**config.mk**
```make
export PLATFORM = sky130hd
export DESIGN_NAME = cacheline_adaptor
export DESIGN_NICKNAME = d
export VERILOG_FILES = /design/src/rtl/cacheline_adaptor.sv
export SDC_FILE = /design/constraint.sdc
export NUM_CORES = 1
export LEC_CHECK = 0
export ABC_AREA = 0
export ABC_CLOCK_PERIOD_IN_PS = 13000
export BUFFER_PORTS_ARGS = -buffer_cell sky130_fd_sc_hd__buf_4
export CORE_AREA = 2 2 276 278
export CTS_CLUSTER_SIZE = 20
export DETAILED_ROUTE_END_ITERATION = 10
export DIE_AREA = 0 0 278 280
export HOLD_SLACK_MARGIN = 0.05
export PLACE_DENSITY = 0.45
export SLEW_MARGIN = 10
export SYNTH_ARGS = -nofsm -noshare
export SYNTH_HDL_FRONTEND = slang
export SYNTH_SLANG_ARGS = --single-unit
```
**constraint.sdc**
```tcl
create_clock -name clk -period 13 [get_ports clk]
set_input_delay 0.65 -clock clk [delete_from_list [all_inputs] [get_ports clk]]
set_output_delay 0.65 -clock clk [all_outputs]
set_load 0.005 [all_outputs]
```
**src/rtl/cacheline_adaptor.sv**
```systemverilog
// cacheline_adaptor
//   Bridges the L1 cache controller's 256-bit physical-memory port to a
//   64-bit burst DRAM model. One cacheline read or write becomes a
//   BURST_LEN-beat burst; completion is signalled upstream with a one-cycle
//   resp_o pulse.
//
// Ports
//   clk, rst             clock (rising edge), asynchronous active-high reset
//   line_i / line_o      write-back line from cache / filled line to cache
//   address_i            line address from cache
//   read_i / write_i     level requests from cache, held until resp_o
//   resp_o               one-cycle completion pulse to cache
//   burst_i / burst_o    read beat from memory / write beat to memory
//   address_o            line-aligned burst address to memory
//   read_o / write_o     memory read / write request
//   resp_i               memory beat-valid / beat-accept strobe
module cacheline_adaptor #(
    parameter int BURST_W   = 64,
    parameter int BURST_LEN = 4,
    parameter int LINE_W    = 256,
    parameter int OFFSET_W  = 5
) (
    input  logic              clk,
    input  logic              rst,
    input  logic [LINE_W-1:0]  line_i,
    output logic [LINE_W-1:0]  line_o,
    input  logic [31:0]        address_i,
    input  logic               read_i,
    input  logic               write_i,
    output logic               resp_o,
    input  logic [BURST_W-1:0] burst_i,
    output logic [BURST_W-1:0] burst_o,
    output logic [31:0]        address_o,
    output logic               read_o,
    output logic               write_o,
    input  logic               resp_i
);

    localparam int CNT_W = $clog2(BURST_LEN);
    localparam logic [CNT_W-1:0] LAST_BEAT = CNT_W'(BURST_LEN - 1);

    typedef enum logic [1:0] {
        IDLE,
        READ,
        WRITE,
        DONE
    } state_t;

    state_t             state;
    state_t             next_state;
    logic [CNT_W-1:0]   count;
    logic [LINE_W-1:0]  buffer;
    logic [31:0]        addr_q;

    // Offset bits never reach memory; the burst always starts on a line boundary.
    logic unused_offset_bits;
    assign unused_offset_bits = ^address_i[OFFSET_W-1:0];

    always_ff @(posedge clk or posedge rst) begin
        if (rst) begin
            state  <= IDLE;
            count  <= '0;
            buffer <= '0;
            addr_q <= '0;
        end else begin
            state <= next_state;
            case (state)
                IDLE: begin
                    if (read_i || write_i) begin
                        addr_q <= {address_i[31:OFFSET_W], {OFFSET_W{1'b0}}};
                        count  <= '0;
                        // Read has priority, so line_i is captured only for a pure write.
                        if (!read_i) begin
                            buffer <= line_i;
                        end
                    end
                end
                READ: begin
                    if (resp_i) begin
                        buffer[BURST_W*count +: BURST_W] <= burst_i;
                        count <= count + 1'b1;
                    end
                end
                WRITE: begin
                    if (resp_i) begin
                        count <= count + 1'b1;
                    end
                end
                default: begin
                end
            endcase
        end
    end

    always_comb begin
        next_state = state;
        case (state)
            IDLE: begin
                if (read_i) begin
                    next_state = READ;
                end else if (write_i) begin
                    next_state = WRITE;
                end
            end
            READ, WRITE: begin
                if (resp_i && (count == LAST_BEAT)) begin
                    next_state = DONE;
                end
            end
            DONE: begin
                next_state = IDLE;
            end
            default: begin
                next_state = IDLE;
            end
        endcase
    end

    // Outputs decode straight from the state register, so they are glitch-free
    // and drop immediately on an asynchronous reset.
    always_comb begin
        read_o    = (state == READ);
        write_o   = (state == WRITE);
        resp_o    = (state == DONE);
        address_o = addr_q;
        line_o    = buffer;
        burst_o   = '0;
        if (state == WRITE) begin
            burst_o = buffer[BURST_W*count +: BURST_W];
        end
    end

endmodule

```
# --- After elaboration in Yosys (flattened, before gate mapping) ---
# Cells that the tools add are included.
op_classes:
  addsub: 2
  eq_ne: 10
  shift: 3
  n_mux: 13
  n_reduce_logical: 10
op_table:
  columns: ["operator", "n"]
  rows:
  - ["two-way mux 256 bit", 3]
  - ["case mux 256 bit (2 select lines)", 1]
  - ["bitwise mux 256 bit", 1]
  - ["variable shift 64 x 34 -> 256 bit, first input constant", 1]
  - ["variable part select 256 x 9 -> 64 bit", 1]
  - ["variable part select 64 x 34 -> 256 bit", 1]
  - ["two-way mux 64 bit", 1]
  - ["negation 8 -> 34 bit", 1]
  - ["two-way mux 2 bit", 5]
  - ["== test 2 bit, second input constant", 3]
  - ["!= test 2 x 1 -> 1 bit, second input constant", 3]
  - ["case mux 2 bit (3 select lines)", 1]
  - ["!= test 2 bit, second input constant", 2]
  - ["case mux 2 bit (2 select lines)", 1]
  - ["AND reduction 2 bit", 2]
  - ["AND reduction 4 bit", 1]
  - ["nonzero test 2 bit", 2]
  - ["!= test 3 bit, second input constant", 1]
  - ["AND reduction 3 bit", 1]
  - ["adder 2 x 1 -> 2 bit, second input constant", 1]
  - ["== test 2 x 1 -> 1 bit, second input constant", 1]
  - ["zero test 2 bit", 1]
  - ["OR reduction 2 bit", 1]
  - ["logical AND 1 bit", 1]
  - ["logical OR 1 bit", 1]
totals:
  register_bits: 287
  inputBits: 357
  elab_cells: 42

# --- Depth between registers and ports, before layout ---
logic_depth:
  word_depth: 5
  depth_mapped: 9

# --- Least setup slack after synthesis ---
# Ideal clock, no wire load.
synth_path:
  path_kind: "reg2reg"
  startpoint: "register count[0]"
  endpoint: "register buffer[64] (netlist: line_o[64])"
  setup_time_ns: 0.125
  arrival_ns: 2.569
  required_time_ns: 12.875
  slack_ns: 10.306
  stages_incl_launch_ff: 10
  path_cell_list: "dfrtp_1 -> buf_2 -> buf_1 -> inv_1 -> ha_1 -> and2_1 -> clkbuf_1 -> clkbuf_1 -> a32o_1 -> mux2_4"
synth_between:
  elab_chain_cells: 5
  word_cells_on_any_way: 6
  cone_classes: "1 x add/sub; 2 x shift; 3 x mux"
synth_lines:
  columns: ["element", "line_no", "rtl"]
  rows:
  - ["from (decl)", "51", "logic [CNT_W-1:0] count;"]
  - ["from (signal assigned)", "81", "count <= count + 1'b1;"]
  - ["from (signal assigned)", "86", "count <= count + 1'b1;"]
  - ["negation 8 -> 34 bit *", "80", "buffer[BURST_W*count +: BURST_W] <= burst_i;"]
  - ["variable part select 64 x 34 -> 256 bit or variable shift 64 x 34 -> 256 bit (tied branches)", "80", null]
  - ["bitwise mux 256 bit *", "80", null]
  - ["two-way mux 256 bit *", "79", "if (resp_i) begin"]
  - ["case mux 256 bit (2 select lines) *", "67", "case (state)"]
  - ["to (signal assigned)", "74", "buffer <= line_i;"]
  - ["to (signal, indexed assignment)", "80", null]
  - ["to (decl)", "52", "logic [LINE_W-1:0] buffer;"]
# Mark *: on every way between the ends. The rest lies on a longest branch, timed or not. The select of a mux whose other input is x is not followed.
# A chain may end at the register's enable or synchronous reset.

# --- Worst setup path in the final report ---
layout_path:
  startpoint: "register count[1]"
  endpoint: "register buffer[64] (netlist: line_o[64])"
# The elaborated chain is that of the path after synthesis.

==> results.md <==
- Worst Setup Slack, final: between 8 and 9 ns
- CP required: roughly 14 ns
- Crit-path most repeated cell: buf_4
- CTS H-tree depth: 2
- Syn avg cell area: around 13 µm²
- Post_cts resized: 0
- Synth area leader: dfrtp_1
- Worst-path clk slew: around 0.060 ns
- Worst r2r path cells: 8
- Flop and latch count out of synthesis: ~290
- Initial Utilization: around 23%
- Slew Viols, Final: 0
- Antenna violations before repair: 3
- GRT Util Overall: 20.6%
- Layout cell share with drive strength beyond 1: 57.7%
- Final Non-Filler Cells: a little under 3000
- Crit. End Element: flip-flop
- Fillers: 7668
- Crit-path cells: inv_1, ha_4, buf_4, and3b_4, buf_4, buf_4, a32o_1, mux2_4
- Dpl ws: 8.52 ns
- Core area: approximately 75000 µm²
- Ports: 712
- Clock buffer depth: 3
- Clk_lat worst skew: ~0.57 ns
- Ranking of synthesized cells by area: dfrtp_1 42%, mux2_2 16%, mux4_2 8.4%
- Vias: about 15000
- Crit Path Category: flip-flop to flip-flop
- R2r endpoint: line_o[64]
- Syn. warnings: 0
- CTS tree: built
- LEAKAGE: roughly 11 nW
- Vias in the first global route: approximately 16000
- Final Cycle Share: between 30% and 40%
- Gr ovfl total: 0
- Outcome: completed
- Cell with the most instances after synthesis: dfrtp_1
- Post-detailed-route wirelength per cell: ~28 µm
- Worst Max-Slew Pin Slew: around 1.2 ns
- CP peak stage delay: a little under 1 ns
- Clk sinks: 287
- Mapped Cells: ~1300
- Largest net degree at the start of global routing: 141
- Detail Placement HPWL: between 50000 and 60000 µm
- Asr flop ratio synth: 100%
- Hold crit path type: input pin to async pin
- Synth cell count leaders: 287 x dfrtp_1, 240 x mux2_2, 128 x a32o_1
- Fin util: around 32%
- WP data arrival: between 5 and 6 ns
- FF-to-FF Start: count[1]
- Crit path time final: 4.53 ns
- Cts hold-fix bufs: 0
- First-pass GRT wire length: about 120000 µm
- Post-CTS setup buffers: 0
- Layout Skew: roughly 0.027 ns
- Gpl congestion: 0.876
- Iter 0 DRT Violations: roughly 1100
- RSZ-0062 raised after global routing: false
- Storage cell area: 7190 µm²
- Final setup viols: 0
- Die X: roughly 280 µm
- P&R area growth vs syn: 41.4%
- Share of the synthesized area in the top cell type: between 40% and 50%
- Vias/cell: a little over 5
- P per Cell Area: between 200 and 300 nW/µm²
- Die Y: 280 µm
- Post-detailed-route count of antenna-violating nets: 0
- Seq/Total Area, Yosys: between 40% and 50%
- DP Cell Count: about 2900
- Hold Vio Cnt, Final: 0
- CTS Root Buffer Type: clkbuf_16
- Slowest stage cell, crit path: dfrtp_4
- Port bufs: 701
- Worst reg-to-reg setup slack: around 8.5 ns
- Footprint of the multi-input gates: a little under 9000 µm²
- Post-synth EDFFs: 0
- Total wire length: 83600 µm
- Max IR drop VDD: 149 µV
- Finished Cell Area: roughly 24000 µm²
- CTS Buf Count: 40
- Row count: slightly above 100
- Slew margin rel.: 17.8%
- Crit Path Max Fanout: 69
- Synth Flop Type: dfrtp_1
- Setup TNS Final: 0 ns
- Post-DP Area: 23000 µm²
- Post-synth cell types: 34
- Mapped Area: about 17000 µm²
- Iteration count of the initial detailed-routing pass: 5
- FMAX: ~220 MHz
- Startpoint Class: flip-flop
- Residual DRC: 0
- Max Cap Violations: 0
- Die area: between 70000 and 80000 µm²
- Nets: approximately 2300
critical path: cells and delay by family, from the launching register on:
kind | cells | cell delay (ns)
compound gates | 1 | 0.31
fa+ha+maj | 1 | 0.24
buf+inv | 4 | 2.10
flops | 1 | 0.99
mux | 1 | 0.14
simple gates | 1 | 0.44
layout by cell type (no fill, tap or decap), drive strengths merged, types with 2 or more instances in the layout:
master	Yosys	layout
mux4	64	64
a22oi	4	4
buf	90	729
clkinvlp	0	2
and2	65	65
nor2	2	2
dfrtp	287	287
inv	72	72
ha	10	10
a32o	128	128
o32ai	64	64
clkinv	0	5
mux2i	2	2
mux2	283	283
nand2	70	70
clkbuf	62	61
o22ai	2	2
a41o	64	64
nor2b	67	67
a221oi	2	2
nand2b	3	3
diode	0	2
conb	1	5
cells by family (layout without fill, tap and decap cells):
kind of cell	after synthesis	in the layout	synth area share, %
muxes	349	349	28.0
buffers and inverters	224	870	7.37
DFF	287	287	41.9
other	1	7	0.0219
and+or+nand+nor	210	210	6.75
AOI/OAI and AO/OA	267	267	15.3
adders and majority gates	10	10	0.729
worst max path at each step:
stage | slack [ns] | from | end | cells past startpoint
final | 8.47 | count[1] | line_o[64] | 8
after global routing | 8.29 | count[1] | line_o[72] | 8
after CTS | 8.49 | count[1] | line_o[66] | 8
after detailed placement | 8.52 | count[1] | line_o[66] | 8
after global placement | 8.54 | count[1] | line_o[64] | 8
after floorplan | 4.43 | rst | address_o[10] | 1
state kept, by name, summed over array words and instances, names as in the netlist:
register / cells
count: 2
state: 2
address_o: 27
line_o: 256
report_power, final:
part | total, W | internal [W] | switching [W] | leakage [nW]
clock | 0.00109 | 0.000645 | 0.000447 | 0.613
combinational | 0.00363 | 0.00187 | 0.00176 | 7.14
sequential | 0.00181 | 0.00135 | 0.000457 | 3.51
cell type report:
| class | count | share of cell area (%) |
|---|---|---|
| Antenna cell | 2 | 0.0206 |
| Clock buffer | 61 | 4.87 |
| Clock inverter | 8 | 0.351 |
| Inverter | 72 | 1.16 |
| Multi-Input combinational cell | 841 | 36.3 |
| Sequential cell | 287 | 29.6 |
| Tap cell | 978 | 5.04 |
| Timing Repair Buffer | 729 | 22.6 |
per-layer routing:
layer	track usage (%)	share of wire [%]	vias to the layer above
li1	-	-	6442
met1	26.4	41	8047
met2	34.5	49	702
met3	4.36	6.6	148
met4	7.05	3.0	0
met5	0	0	-
stage by stage:
step           hold slack, ns  total power, W
2_1_floorplan           0.501         0.00377
3_3_place_gp            0.493         0.00540
3_5_place_dp            0.495         0.00546
4_1_cts                 0.189         0.00659
5_1_grt                 0.194         0.00686
6_report                0.156         0.00653
Power figures use the tool's default switching activity.
